### src/rtl/dmem_lsu.sv
// dmem_lsu: load/store unit between a pipeline request port and a
// word-organised data memory. Handles byte, halfword and word accesses. Loads
// return the selected lane, sign- or zero-extended. Byte and halfword stores
// are done as a read-modify-write of the containing word. Misaligned accesses
// and illegal size codes complete with an error and never touch memory.
//
// Ports
//   clk, rst_n            clock (posedge) / async active-low reset
//   req_valid, req_ready  request handshake; accept on valid && ready
//   req_we                1 = store, 0 = load
//   req_funct3            RISC-V size/sign code
//   req_addr, req_wdata   byte address, LSB-justified store data
//   resp_valid            one-cycle completion pulse
//   resp_rdata, resp_err  extended load data, error flag
//   mem_addr              word-aligned memory address
//   mem_wdata, mem_we     memory write word / enable
//   mem_rdata             memory read word, captured at the end of RD
//
// state | meaning
// ------+---------------------------------------------------------------
// IDLE  | ready for a request
// RD    | one-cycle memory read (load, or first half of sub-word store)
// WR    | one-cycle memory write
// RESP  | completion pulse, then back to IDLE
module dmem_lsu #(
  parameter int DATA_LENGTH      = 32,
  parameter int DMEM_ADDR_LENGTH = 32
) (
  input  logic                        clk,
  input  logic                        rst_n,
  input  logic                        req_valid,
  output logic                        req_ready,
  input  logic                        req_we,
  input  logic [2:0]                  req_funct3,
  input  logic [DMEM_ADDR_LENGTH-1:0] req_addr,
  input  logic [DATA_LENGTH-1:0]      req_wdata,
  output logic                        resp_valid,
  output logic [DATA_LENGTH-1:0]      resp_rdata,
  output logic                        resp_err,
  output logic [DMEM_ADDR_LENGTH-1:0] mem_addr,
  output logic [DATA_LENGTH-1:0]      mem_wdata,
  output logic                        mem_we,
  input  logic [DATA_LENGTH-1:0]      mem_rdata
);

  typedef enum logic [1:0] {IDLE, RD, WR, RESP} state_t;

  state_t state, state_nxt;

  logic                        we_q;
  logic [2:0]                  funct3_q;
  logic [DMEM_ADDR_LENGTH-1:0] addr_q;
  logic [DATA_LENGTH-1:0]      wdata_q;
  logic                        err_q;
  logic [DATA_LENGTH-1:0]      rdata_cap;

  logic accept;
  logic req_legal;
  logic req_misaligned;
  logic req_err;

  assign accept = (state == IDLE) && req_valid;

  // Size code 11 is never legal; loads additionally reject 110 (no "WU").
  assign req_legal = req_we ? (!req_funct3[2] && (req_funct3[1:0] != 2'b11))
                            : ((req_funct3[1:0] != 2'b11) && !(req_funct3[2] && req_funct3[1]));

  assign req_misaligned = ((req_funct3[1:0] == 2'b01) && req_addr[0]) ||
                          ((req_funct3[1:0] == 2'b10) && (req_addr[1:0] != 2'b00));

  assign req_err = !req_legal || req_misaligned;

  // State register
  always_ff @(posedge clk or negedge rst_n) begin
    if (!rst_n) state <= IDLE;
    else        state <= state_nxt;
  end

  // Next-state logic
  always_comb begin
    state_nxt = state;
    case (state)
      IDLE: begin
        if (req_valid) begin
          if (req_err)                        state_nxt = RESP;
          else if (!req_we)                   state_nxt = RD;
          else if (req_funct3[1:0] == 2'b10)  state_nxt = WR;
          else                                state_nxt = RD;
        end
      end
      RD:      state_nxt = we_q ? WR : RESP;
      WR:      state_nxt = RESP;
      RESP:    state_nxt = IDLE;
      default: state_nxt = IDLE;
    endcase
  end

  // Request capture and read-word capture
  always_ff @(posedge clk or negedge rst_n) begin
    if (!rst_n) begin
      we_q      <= 1'b0;
      funct3_q  <= 3'b000;
      addr_q    <= '0;
      wdata_q   <= '0;
      err_q     <= 1'b0;
      rdata_cap <= '0;
    end else begin
      if (accept) begin
        we_q     <= req_we;
        funct3_q <= req_funct3;
        addr_q   <= req_addr;
        wdata_q  <= req_wdata;
        err_q    <= req_err;
      end
      if (state == RD) rdata_cap <= mem_rdata;
    end
  end

  // Lane selection from the captured word
  logic [7:0]             byte_sel;
  logic [15:0]            half_sel;
  logic [DATA_LENGTH-1:0] load_data;
  logic [DATA_LENGTH-1:0] store_word;

  assign byte_sel = rdata_cap[{addr_q[1:0], 3'b000} +: 8];
  assign half_sel = rdata_cap[{addr_q[1], 4'b0000} +: 16];

  always_comb begin
    load_data = rdata_cap;
    case (funct3_q)
      3'b000:  load_data = {{(DATA_LENGTH-8){byte_sel[7]}}, byte_sel};
      3'b001:  load_data = {{(DATA_LENGTH-16){half_sel[15]}}, half_sel};
      3'b100:  load_data = {{(DATA_LENGTH-8){1'b0}}, byte_sel};
      3'b101:  load_data = {{(DATA_LENGTH-16){1'b0}}, half_sel};
      default: load_data = rdata_cap;
    endcase
  end

  // Sub-word stores merge into the word read during RD; SW bypasses it.
  always_comb begin
    store_word = rdata_cap;
    case (funct3_q[1:0])
      2'b00:   store_word[{addr_q[1:0], 3'b000} +: 8] = wdata_q[7:0];
      2'b01:   store_word[{addr_q[1], 4'b0000} +: 16] = wdata_q[15:0];
      default: store_word = wdata_q;
    endcase
  end

  // Outputs
  always_comb begin
    req_ready  = (state == IDLE);
    mem_we     = (state == WR);
    resp_valid = (state == RESP);
    resp_err   = (state == RESP) && err_q;
    resp_rdata = '0;
    if ((state == RESP) && !we_q && !err_q) resp_rdata = load_data;
  end

  assign mem_addr  = {addr_q[DMEM_ADDR_LENGTH-1:2], 2'b00};
  assign mem_wdata = store_word;

endmodule

### config.mk
export PLATFORM = sky130hd
export DESIGN_NAME = dmem_lsu
export DESIGN_NICKNAME = d
export VERILOG_FILES = /design/src/rtl/dmem_lsu.sv
export SDC_FILE = /design/constraint.sdc
export NUM_CORES = 1
export LEC_CHECK = 0
export BUFFER_PORTS_ARGS = -buffer_cell sky130_fd_sc_hd__buf_2
export CAP_MARGIN = 20
export CORE_UTILIZATION = 30
export DETAILED_ROUTE_END_ITERATION = 16
export GPL_TIMING_DRIVEN = 0
export HOLD_SLACK_MARGIN = 0.15
export PLACE_DENSITY = 0.59
export REMOVE_ABC_BUFFERS = 1
export SKIP_CTS_REPAIR_TIMING = 1
export SLEW_MARGIN = 20
export SYNTH_ARGS = -nofsm -noshare
export SYNTH_HDL_FRONTEND = slang
export SYNTH_SLANG_ARGS = --single-unit
### constraint.sdc
create_clock -name clk -period 3.79 [get_ports clk]
set_input_delay 0 -clock clk [delete_from_list [all_inputs] [get_ports clk]]
set_output_delay 0 -clock clk [all_outputs]
set_load 0.01 [all_outputs]
After elaboration in Yosys (flattened, before gate mapping)
Cells that the tools add are included.
{"block": "word_totals", "ff_bits": 103, "in_bits": 103, "out_inout_bits": 100, "wordCells": 58}
{"block": "op_classes", "addsub": 2, "eq_ne": 11, "shifts": 6, "muxes": 12, "n_reduce_logical": 20}
{"cell": "one-hot mux 32 bit (4 select lines)", "n": 1}
{"cell": "bitwise mux 32 bit", "n": 2}
{"cell": "one-hot mux 32 bit (2 select lines)", "n": 1}
{"cell": "2-to-1 mux 32 bit", "n": 1}
{"cell": "variable shift 16 x 7 -> 32 bit, first input constant", "n": 1}
{"cell": "variable shift 8 x 7 -> 32 bit, first input constant", "n": 1}
{"cell": "variable part select 16 x 7 -> 32 bit", "n": 1}
{"cell": "variable part select 32 x 6 -> 16 bit", "n": 1}
{"cell": "variable part select 32 x 6 -> 8 bit", "n": 1}
{"cell": "variable part select 8 x 7 -> 32 bit", "n": 1}
{"cell": "negator 5 -> 7 bit", "n": 2}
{"cell": "logical AND 1 bit", "n": 9}
{"cell": "2-to-1 mux 2 bit", "n": 4}
{"cell": "one-hot mux 2 bit (4 select lines)", "n": 1}
{"cell": "== test 2 x 1 -> 1 bit, second input constant", "n": 3}
{"cell": "== test 2 bit, second input constant", "n": 3}
{"cell": "== test 3 bit, second input constant", "n": 2}
{"cell": "zero test 1 bit", "n": 5}
{"cell": "zero test 2 bit", "n": 2}
{"cell": "inequality test 2 bit, second input constant", "n": 2}
{"cell": "== test 3 x 1 -> 1 bit, second input constant", "n": 1}
{"cell": "zero test 3 bit", "n": 1}
{"cell": "logical OR 1 bit", "n": 2}
{"cell": "2-to-1 mux 1 bit", "n": 2}
{"cell": "nonzero test 2 bit", "n": 1}

Logic depth before layout (Yosys ltp)
{"block": "logic_depth", "depth_word": 9, "depth_mapped": 9, "ltp_nobuf": 5}

Worst setup path before layout
No wires, ideal clock.
{"block": "synth_path", "path_kind": "reg-to-output", "start": "register addr_q[1]", "end": "output port mem_wdata[10]", "t_arrival_ps": 2167, "path_slack_ps": 1623, "stages_incl_launch_ff": 10, "n_path_buf": 4, "cell_sequence": "dfrtp_1 buf_4 buf_2 buf_2 inv_1 ha_1 nor2b_1 and4_1 clkbuf_1 a221o_1"}
{"block": "synth_between", "elab_chain_cells": 4}
{"item": "start: declaration", "line_no": "52", "rtl": "logic [DMEM_ADDR_LENGTH-1:0] addr_q;"}
{"item": "start signal: assignment", "line_no": "111", "rtl": "addr_q <= req_addr;"}
{"item": "negator 5 -> 7 bit, on equally long branches", "line_no": "144, 143"}
{"item": "variable part select 16 x 7 -> 32 bit (tied with other cells)", "line_no": "144", "rtl": "2'b01: store_word[{addr_q[1], 4'b0000} +: 16] = wdata_q[15:0];"}
{"item": "bitwise mux 32 bit, on equally long branches", "line_no": "144, 143"}
{"item": "one-hot mux 32 bit (2 select lines) (*)", "line_no": "142", "rtl": "case (funct3_q[1:0])"}
{"item": "end: declaration", "line_no": "41", "rtl": "output logic [DATA_LENGTH-1:0] mem_wdata,"}
Mark *: on every way between the ends. The rest lies on a longest branch, timed or not.

Final worst setup path
{"block": "layout_path", "start": "register addr_q[1]", "end": "output port mem_wdata[27]"}
The elaborated chain is that of the path after synthesis.

==> results.txt <==
Max Cap Viol -> 0
critical path's slowest cell -> dfrtp_2
worst setup path endpoint -> mem_wdata[27]
Post-DRT Antenna Nets -> 0
CP max stage delay -> 760 ps
commonest non-fill, non-tap cell in the layout -> buf_2
Synth top area share -> 0.440
critical path required time -> 3790 ps
CP Cell Sequence -> buf_12 -> ha_1 -> nor4bb_4 -> buf_6 -> a2bb2oi_1 -> o221ai_1 -> buf_2
GP Congestion -> 0.802
Area growth syn-to-layout -> 40.4%
number of global-route vias before repair -> 4845
I/O pins -> 203
# diodes -> 0
EDFF count, synth -> 0
full die area -> 0.0201 mm²
Final Skew -> 7.56 ps
Final #Nets -> 897
Max IR drop VDD -> 349 µV
Hold Path Class -> input port to async pin
cell taking the most area after synthesis -> dfrtp_1
LEAKAGE -> 3.83 nW
Crit path max-delay family -> flip-flops
CTS tree -> yes
Reg2Reg Setup Slack -> 1860 ps
DR pass1 iterations -> 5
initial antenna violation count -> 0
CTS sink cnt -> 103
Reg2Reg Depth -> 5
clock-pin transition on the worst setup and hold timing paths -> 70 ps
DR vias -> 5226
Area contributors post-synth -> dfrtp_1 44%, mux2_2 16%, buf_4 4.4%, a221oi_1 3.7%, nand2_1 3.3%
fin. max-slew vios -> 0
Async SR Flop Fraction -> 1.00
Worst R2R Start -> state[0]
Root Driver -> clkbuf_16
WHS -> 133 ps
pwr/cell area -> 853 mW/mm²
WP buf/inv -> 3
Crit. End Element -> output pin
Remaining DRCs -> 0
unrepaired setup endpoints after global routing -> false
Cells after Synth -> 542
ys flop type -> dfrtp_1
core box area -> 0.0189 mm²
detailed placer's ending HPWL -> 12600 µm
data arrival time of the critical path -> 3190 ps
vias per inst -> 4.98
H-tree depth -> 3
Layout Cells excl Fill -> 1050
status -> complete, no violations
Post-Syn Area -> 0.00585 mm²
maximum fanout along the worst path -> 24
Fmax achieved -> 314 MHz
worst r2r dst -> wdata_q[5]
largest net degree at the start of global routing -> 65
max_slew headroom -> 0.326
Row Count -> 50
Synth Area per Inst -> 10.8 µm²
final hold vios -> 0
Yosys cell types -> 44
Initial Utilization -> 0.310
fin crit share -> 0.841
Synth Warn # -> 0
CP Class -> register to output pin
Final min period -> 3190 ps
CP Launch Point -> addr_q[1]
FF+latch count, synth -> 103
placed cells -> 932
most frequent cells in the layout -> 199 x buf_2, 102 x dlygate4sd3_1, 101 x dfrtp_1
worst-margin pin slew -> 1010 ps
Worst Setup Start Kind -> register
final setup violation count -> 0
drt total wl -> 19900 µm
clock buffer depth -> 2
CTS Buf Count -> 9
sequential area share after synthesis -> 0.440
Iteration-0 DRC Markers -> 232
layout cell share with drive strength beyond 1 -> 0.408
global-route wire length before repair -> 28300 µm
clock latency on the worst-skew pair -> 350 ps
Die Ht -> 142 µm
Port Buffer Count -> 200
Total Routing Usage GR -> 0.188
DR WL/cell -> 18.9 µm
cell depth of the worst setup path -> 7
Die X -> 142 µm
grt total ovfl -> 0
power breakdown:
part	switching (mW)	total [mW]	leakage, nW	internal (mW)
logic	1.98	3.75	2.46	1.77
clock network	0.468	0.943	0.140	0.475
registers	0.649	2.31	1.23	1.66
total	3.10	7.01	3.83	3.91
cell type report:
type	count	area (µm²)
tap	260	325
clock inverter	6	51.3
multi-input combinational	332	2740
inverter	31	116
fill	1829	10700
timing repair buffer	308	2170
clock buffer	10	239
sequential	103	2580
flip-flops by register name, summed over array words and instances (netlist names):
name / count
we_q: 1
funct3_q: 3
err_q: 1
state: 2
wdata_q: 32
addr_q: 32
rdata_cap: 32
cells by family after synthesis:
family          count (synthesis)  share of synthesized area
flops                         103                      0.440
buf+inv                       108                     0.0985
fa+ha+maj                       9                     0.0192
mux                           101                      0.193
simple gates                   91                     0.0759
compound gates                129                      0.173
other cells                     1                   0.000641
cell usage after synthesis, types with 2 or more instances:
cell type,number
buf_6,3
a221o_1,8
or2_2,2
a221oi_1,25
a2111oi_0,7
o21ai_0,26
inv_1,31
nor2_1,5
nor3_1,8
o22ai_1,9
buf_4,34
buf_2,16
clkbuf_1,22
mux2i_1,16
mux2_2,84
dfrtp_1,103
a21oi_1,2
a2bb2oi_1,16
o21a_1,8
a22o_1,8
o221ai_1,16
nor3_2,2
ha_1,9
nand2_1,51
nor2b_1,12
per-stage QoR:
stage	area [µm²]	power [mW]	setup WS, ps	util	setup TNS [ps]
3_3_place_gp	6720	5.88	-1310	0.356	-16570
6_report	8220	7.01	602	0.435	0
3_5_place_dp	6910	6.00	941	0.366	0
2_1_floorplan	5400	4.42	835	-	0
5_1_grt	8220	7.48	433	0.435	0
4_1_cts	7200	6.97	542	0.381	0
per-layer routing:
metal  share of wire  global-route usage  up-vias
met5               0                   0        -
met4           0.023              0.0724        0
met3           0.066              0.0530       33
met2            0.47               0.292      214
met1            0.44               0.249     2549
li1                -                   -     2430
worst min path at each step:
stage,from,endpoint,cells past startpoint
CTS,rst_n,rdata_cap[16],1
floorplan,rst_n,addr_q[0],0
detailed placement,rst_n,wdata_q[29],1
finish,rst_n,wdata_q[29],2
global placement,mem_rdata[27],rdata_cap[27],3
global route,rst_n,wdata_q[29],2
(Power assumes the default switching activity.)
